### src/rtl/extif_in_pktz_pkg.sv
// extif_in_pktz_pkg
// Shared definitions for the extif IN packetizer: FIFO entry width, FSM
// state encoding and a counter-width helper.
// Optional feature macro used by the importing files: EXTIF_IN_PKTZ_TIMER_EN.
package extif_in_pktz_pkg;

   // FIFO entry is {last, data[7:0]}
   localparam int ENTRY_W = 9;

   typedef enum logic [1:0] {
      ST_IDLE   = 2'd0,
      ST_ARMED  = 2'd1,
      ST_DRAIN  = 2'd2,
      ST_SIGNAL = 2'd3
   } state_e;

   // Bits needed to hold the values 0..n-1 (never less than 1).
   function automatic int cnt_width(input int n);
      int w;
      w = 1;
      while ((1 << w) < n) w++;
      return w;
   endfunction

endpackage

### src/rtl/extif_in_pktz_fifo.sv
// extif_in_pktz_fifo
// Synchronous show-ahead FIFO, 2^AW entries of DW bits. The head entry is
// presented combinationally on rdata_o (forced to zero while empty).
// A push on a full FIFO is accepted when a pop happens in the same cycle.
// Ports:
//   clk_i, rst_i     clock, asynchronous active-high reset
//   push_i, wdata_i  write request and data
//   pop_i            remove head entry
//   rdata_o          head entry
//   full_o, empty_o  current occupancy flags
//   full_nxt_o       FIFO will be full after this cycle
//   level_o          current occupancy (0..2^AW)
module extif_in_pktz_fifo
   import extif_in_pktz_pkg::*;
#(
   parameter int AW = 4,
   parameter int DW = ENTRY_W
) (
   input  logic          clk_i,
   input  logic          rst_i,
   input  logic          push_i,
   input  logic [DW-1:0] wdata_i,
   input  logic          pop_i,
   output logic [DW-1:0] rdata_o,
   output logic          full_o,
   output logic          full_nxt_o,
   output logic          empty_o,
   output logic [AW:0]   level_o
);

   localparam int DEPTH = 1 << AW;
   localparam logic [AW:0] FULL_LVL = {1'b1, {AW{1'b0}}};

   logic [DW-1:0] mem_q [DEPTH];
   logic [AW-1:0] wptr_q, rptr_q;
   logic [AW:0]   level_q, level_d;
   logic          do_push, do_pop;

   assign empty_o    = (level_q == '0);
   assign full_o     = (level_q == FULL_LVL);
   assign do_pop     = pop_i & ~empty_o;
   assign do_push    = push_i & (~full_o | do_pop);
   assign level_d    = level_q + {{AW{1'b0}}, do_push} - {{AW{1'b0}}, do_pop};
   assign full_nxt_o = (level_d == FULL_LVL);
   assign level_o    = level_q;
   assign rdata_o    = empty_o ? '0 : mem_q[rptr_q];

   always_ff @(posedge clk_i or posedge rst_i) begin
      if (rst_i) begin
         wptr_q  <= '0;
         rptr_q  <= '0;
         level_q <= '0;
      end else begin
         if (do_push) wptr_q <= wptr_q + AW'(1);
         if (do_pop)  rptr_q <= rptr_q + AW'(1);
         level_q <= level_d;
      end
   end

   // Storage carries data only; contents are meaningless until written.
   always_ff @(posedge clk_i) begin
      if (do_push) mem_q[wptr_q] <= wdata_i;
   end

endmodule

### src/rtl/extif_in_pktz.sv
// extif_in_pktz
// User-side producer for the extif IN byte stream. User bytes are buffered
// in a show-ahead FIFO and offered to extif; an FSM raises flush hints that
// firmware polls to decide when to ship a partial USB packet.
// Optional feature: define EXTIF_IN_PKTZ_TIMER_EN to enable the idle timeout
// (idle_cnt and in_flush_time). Without it in_flush_time is tied low.
// Ports:
//   clk, rst                          clock, asynchronous active-high reset
//   u_data, u_last, u_valid, u_ready  user write side
//   u_flush                           one-cycle request to ship pending data
//   in_data, in_last, in_valid        FIFO head offered to extif
//   in_ready                          extif accepts the head byte
//   in_flush_now, in_flush_time       registered flush hints
//   fifo_level                        FIFO occupancy
module extif_in_pktz
   import extif_in_pktz_pkg::*;
#(
   parameter int FIFO_AW = 4,
   parameter int TIMEOUT = 1024,
   parameter int HOLD    = 64
) (
   input  logic             clk,
   input  logic             rst,
   input  logic [7:0]       u_data,
   input  logic             u_last,
   input  logic             u_valid,
   output logic             u_ready,
   input  logic             u_flush,
   output logic [7:0]       in_data,
   output logic             in_last,
   output logic             in_valid,
   input  logic             in_ready,
   output logic             in_flush_now,
   output logic             in_flush_time,
   output logic [FIFO_AW:0] fifo_level
);

   localparam int HW = cnt_width(HOLD);

   logic [ENTRY_W-1:0] head;
   logic               push, pop, full, full_nxt, empty;
   logic               u_ready_q;
   state_e             state_q, state_d;
   logic               cause_q, cause_d;
   logic [HW-1:0]      hold_q, hold_d;
   logic               seen_q, seen_d;
   logic               flush_now_q;

   assign push     = u_valid & u_ready_q & ~full;
   assign pop      = in_valid & in_ready;
   assign in_valid = ~empty;
   assign in_data  = head[7:0];
   assign in_last  = head[8];
   assign u_ready  = u_ready_q;

   extif_in_pktz_fifo #(.AW(FIFO_AW), .DW(ENTRY_W)) u_fifo (
      .clk_i      (clk),
      .rst_i      (rst),
      .push_i     (push),
      .wdata_i    ({u_last, u_data}),
      .pop_i      (pop),
      .rdata_o    (head),
      .full_o     (full),
      .full_nxt_o (full_nxt),
      .empty_o    (empty),
      .level_o    (fifo_level)
   );

`ifdef EXTIF_IN_PKTZ_TIMER_EN
   localparam int IW = cnt_width(TIMEOUT);
   logic [IW-1:0] idle_q, idle_d;
   logic          flush_time_q;
`endif

   always_comb begin
      state_d = state_q;
      cause_d = cause_q;
      hold_d  = hold_q;
      seen_d  = seen_q;
`ifdef EXTIF_IN_PKTZ_TIMER_EN
      idle_d  = idle_q;
`endif
      case (state_q)
         ST_IDLE: begin
            if (u_flush) begin
               state_d = ST_DRAIN;
            end else if (pop && !in_last) begin
               state_d = ST_ARMED;
`ifdef EXTIF_IN_PKTZ_TIMER_EN
               idle_d  = '0;
`endif
            end
         end
         ST_ARMED: begin
            if (u_flush) begin
               state_d = ST_DRAIN;
            end else if (pop) begin
               if (in_last) state_d = ST_IDLE;
`ifdef EXTIF_IN_PKTZ_TIMER_EN
               idle_d = '0;
`endif
            end
`ifdef EXTIF_IN_PKTZ_TIMER_EN
            // Only count while extif has drained everything; a stalled
            // non-empty FIFO is not "idle".
            else if (empty) begin
               if (idle_q == IW'(TIMEOUT - 1)) begin
                  state_d = ST_SIGNAL;
                  cause_d = 1'b0;
                  hold_d  = '0;
                  seen_d  = 1'b0;
               end else begin
                  idle_d = idle_q + IW'(1);
               end
            end
`endif
         end
         ST_DRAIN: begin
            if (empty) begin
               state_d = ST_SIGNAL;
               cause_d = 1'b1;
               hold_d  = '0;
               seen_d  = 1'b0;
            end
         end
         ST_SIGNAL: begin
            // Remember unterminated traffic so the packet stays armed.
            if (pop && !in_last) seen_d = 1'b1;
            if (u_flush) begin
               cause_d = 1'b1;
               hold_d  = '0;
            end else if (hold_q == HW'(HOLD - 1)) begin
               state_d = seen_d ? ST_ARMED : ST_IDLE;
               hold_d  = '0;
`ifdef EXTIF_IN_PKTZ_TIMER_EN
               idle_d  = '0;
`endif
            end else begin
               hold_d = hold_q + HW'(1);
            end
         end
         default: state_d = ST_IDLE;
      endcase
   end

   always_ff @(posedge clk or posedge rst) begin
      if (rst) begin
         state_q     <= ST_IDLE;
         cause_q     <= 1'b0;
         hold_q      <= '0;
         seen_q      <= 1'b0;
         u_ready_q   <= 1'b0;
         flush_now_q <= 1'b0;
      end else begin
         state_q     <= state_d;
         cause_q     <= cause_d;
         hold_q      <= hold_d;
         seen_q      <= seen_d;
         u_ready_q   <= ~full_nxt;
         flush_now_q <= (state_d == ST_SIGNAL) & cause_d;
      end
   end

   assign in_flush_now = flush_now_q;

`ifdef EXTIF_IN_PKTZ_TIMER_EN
   always_ff @(posedge clk or posedge rst) begin
      if (rst) begin
         idle_q       <= '0;
         flush_time_q <= 1'b0;
      end else begin
         idle_q       <= idle_d;
         flush_time_q <= (state_d == ST_SIGNAL) & ~cause_d;
      end
   end
   assign in_flush_time = flush_time_q;
`else
   assign in_flush_time = 1'b0;
`endif

endmodule
### config.mk
export PLATFORM = sky130hd
export DESIGN_NAME = extif_in_pktz
export DESIGN_NICKNAME = d
export VERILOG_FILES = /design/src/rtl/extif_in_pktz_pkg.sv /design/src/rtl/extif_in_pktz_fifo.sv /design/src/rtl/extif_in_pktz.sv
export SDC_FILE = /design/constraint.sdc
export NUM_CORES = 1
export LEC_CHECK = 0
export CORE_AREA = 5 5 95 132
export CTS_CLUSTER_SIZE = 8
export DETAILED_ROUTE_END_ITERATION = 16
export DIE_AREA = 0 0 100 137
export HOLD_SLACK_MARGIN = 0.06
export PLACE_DENSITY = 0.8
export SYNTH_ARGS = -nofsm -noshare
export SYNTH_HDL_FRONTEND = slang
export SYNTH_HIERARCHICAL = 1
export SYNTH_SLANG_ARGS = --single-unit
export TNS_END_PERCENT = 100
### constraint.sdc
create_clock -name clk -period 6.1 [get_ports clk]
set_clock_uncertainty 0.15 [all_clocks]
set_input_delay 1.22 -clock clk [delete_from_list [all_inputs] [get_ports clk]]
set_output_delay 1.22 -clock clk [all_outputs]
set_load 0.01 [all_outputs]
==> out/qor.txt <==
Hold path start: cause_q$_DFF_PP0_
H-tree Lvls: 4
Final net count: 455
Vias in the first global route: 3,806
Slew margin rel.: 20.0%
Crit-path max cell delay: 0.93 ns
CTS Hold Bufs: 0
FFs w/ async S/R, synth: 14.8%
Core footprint: 11,200 sq um
Global-route wire length before repair: 21,600 um
Share of the synthesized area in the top cell type: 60.7%
Root buf cell: clkbuf_16
Crit end category: primary output
IO Count: 32
Inserted Clock Buffers: 17
Type of the worst setup path: reg2out
Synth Flop Type: edfxtp_1
Max frequency: 213 MHz
#FFs+latches synth: 169
PD cells: 473 nW/um^2
Total Routing Usage GR: 21.8%
Via density: 6.20
Slowest-stage cell, CP: dfrtp_2
Final hold vios: 0
Minimum clock period: 4.70 ns
Synth cell count leaders: edfxtp_1 (144), dfrtp_1 (25), mux4_2 (25)
Synthesized area: 7120 sq um
First-pass detailed-route iteration total: 5
Worst Hold Path Cells: 1
Synth warnings: 6
Clk slew on worst S/H paths: 0.07 ns
Area of the multi-input gates: 1990 sq um
TritonCTS clock tree: done
Syn nets: 418
R2R Path End: u_ready$_DFF_PP0_
Vias post-DR: 3,634
Fillers: 673
Mapped Cells: 392
Worst flop-to-flop path startpoint: u_fifo/level_o[2]$_DFF_PP0_
Ant. Diodes: 0
Sink of the worst hold path: cause_q$_DFF_PP0_
Gr ovfl total: 0
Chip width: 100 um
R2r setup slk: 2.44 ns
Most common cell in the synthesized netlist: edfxtp_1
Post-detail-place hpwl: 8780 um
R2R depth: 18
Leakage: 2.77 nW
Final wirelength: 13,600 um
Initial core utilization: 63.5%
RSZ-0062 raised after global routing: false
Area delta synth->final: 13.9%
Worst-case vdd ir drop: 223 uV
Number of synthesized flops with an enable pin: 144
Max cap viols: 0
Final setup TNS: 0 ns
Clk buf depth: 2
Max Slew Vio Count: 0
CTS resizes: 0
Layout cells sized above 1: 18.1%
Post-layout total power: 3.84 mW
Synth cell types: 50
Row count: 46
Initial antenna violation count: 0
Critical path's top delay family: buffers and inverters
Worst EP arrival: 3.33 ns
Die area: 13,700 sq um
Final worst-path cycle share: 77.0%
Final setup vio count: 0
Clk sink count: 169
Mean Syn Cell Area: 18.2 sq um
Worst min path class: reg2reg
Worst skew pair latency: 0.42 ns
Post-synthesis sequential area ratio: 69.5%
# DRC: 0
CP max FO: 27
Port Buffer Count: 30
Die height: 137 um
Initial drt markers: 364
Setup crit start kind: flip-flop
Final Wtd Congestion: 0.850
Post-DR wirelength/cell: 23.3 um
Req. time, crit path: 4.73 ns
Dominant cell type by area after synthesis: edfxtp_1
Cell Chain, Critical Path: buf_4 -> mux4_1 -> mux2i_1 -> a211oi_1 -> clkdlybuf4s50_1
Post-DRT Antenna Nets: 0
Post-CTS setup buffers: 0
Register area: 4950 sq um
Largest net degree at the start of global routing: 40
Status: finished clean
CP Buf/Inv Count: 2
Actual slew at the worst max-slew pin: 1.19 ns
Top cells by area, synth: edfxtp_1 (61%), dfrtp_1 (8.8%), mux4_2 (7.9%), mux4_1 (4.1%), ha_1 (1.9%)
==> how the worst max path moves through the flow <==
stage	from	endpoint	slack, ns	cells after the start
2_1_floorplan	in_ready	u_ready$_DFF_PP0_	2.60	14
3_3_place_gp	u_fifo/rptr_q[0]$_DFFE_PP0N_	in_data[0]	1.84	6
5_1_grt	u_fifo/rptr_q[0]$_DFFE_PP0N_	in_data[0]	1.18	6
6_report	u_fifo/rptr_q[0]$_DFFE_PP0N_	in_data[1]	1.40	5
4_1_cts	u_fifo/rptr_q[0]$_DFFE_PP0N_	in_data[0]	1.35	6
3_5_place_dp	in_ready	u_ready$_DFF_PP0_	1.73	15
==> worst reg2reg max path: cells and delay by family, from the launching register on <==
family          cells  cell delay (ns)
simple gates        7             1.06
xor+xnor            1             0.17
compound gates      2             0.49
buf+inv             5             0.51
fa+ha+maj           3             0.77
flops               1             0.38
==> per-stage QoR <==
stage               hold WS (ns)  cell area [sq um]  utilization [%]  setup slack (ns)  instances
CTS                        0.356               8120             72.3              1.35        586
global placement           0.337               7520             67.0              1.84        554
global route               0.384               8120             72.3              1.18        586
floorplan                  0.307               7120                -              2.60        392
detailed placement         0.338               7520             67.0              1.73        554
finish                     0.355               8120             72.3              1.40        586
==> layer usage <==
metal / up-vias / GRT usage [%] / wire, um
met4: 0 / 7.79 / 264
met1: 1847 / 26.3 / 5170
li1: 1614 / - / -
met5: - / 0 / 0
met2: 147 / 37.9 / 7380
met3: 26 / 5.66 / 830
==> state kept, by name, indices dropped and copies added (netlist names) <==
register and count:
u_fifo/rptr_q 4, seen_q 1, u_ready 1, in_flush_now 1
u_fifo/mem_q 144, u_fifo/level_o 5, u_fifo/wptr_q 4, state_q 2
cause_q 1, hold_q 6
==> where the power goes <==
part	switching, mW	leakage (nW)	internal (mW)	total [mW]
Clock	0.424	0.286	0.631	1.05
Sequential	0.179	1.59	1.42	1.60
Combinational	0.574	0.895	0.611	1.18
==> logic make-up after synthesis <==
kind of cell,count (synthesis),share of synthesized area [%]
muxes,46,13.4
and+or+nand+nor,81,5.99
buffers and inverters,33,2.83
xor gates and xnor gates,11,1.35
adders and majority gates,12,2.21
AOI/OAI and AO/OA,39,4.69
other,1,0.0527
DFF,169,69.5
==> cells in the final DEF (no fill, tap or decap), types with 3 or more instances in the layout <==
| master | Yosys | layout |
|---|---|---|
| buf_4 | 3 | 6 |
| inv_1 | 15 | 15 |
| mux4_2 | 25 | 25 |
| nand3_1 | 4 | 4 |
| nand2_1 | 20 | 20 |
| clkbuf_16 | 0 | 19 |
| a211oi_1 | 8 | 8 |
| xnor2_1 | 9 | 9 |
| mux2i_1 | 10 | 10 |
| dfrtp_1 | 25 | 24 |
| edfxtp_1 | 144 | 144 |
| clkinv_2 | 0 | 3 |
| ha_1 | 11 | 11 |
| mux4_1 | 11 | 11 |
| a211oi_2 | 10 | 10 |
| nor2b_1 | 10 | 10 |
| clkdlybuf4s50_1 | 0 | 30 |
| a21oi_1 | 4 | 4 |
| nor2_1 | 21 | 21 |
| o21ai_0 | 6 | 6 |
| clkinvlp_4 | 0 | 3 |
| nand2b_1 | 7 | 7 |
==> layout make-up <==
type                    count  area share, %
well taps                 144           2.22
flip-flops and latches    169           61.0
inverters                  15          0.694
clock buffers              22           6.24
clock inverters            10           1.09
multi-input cells         190           24.5
repair buffers             36           4.26
Power figures use the tool's default switching activity.
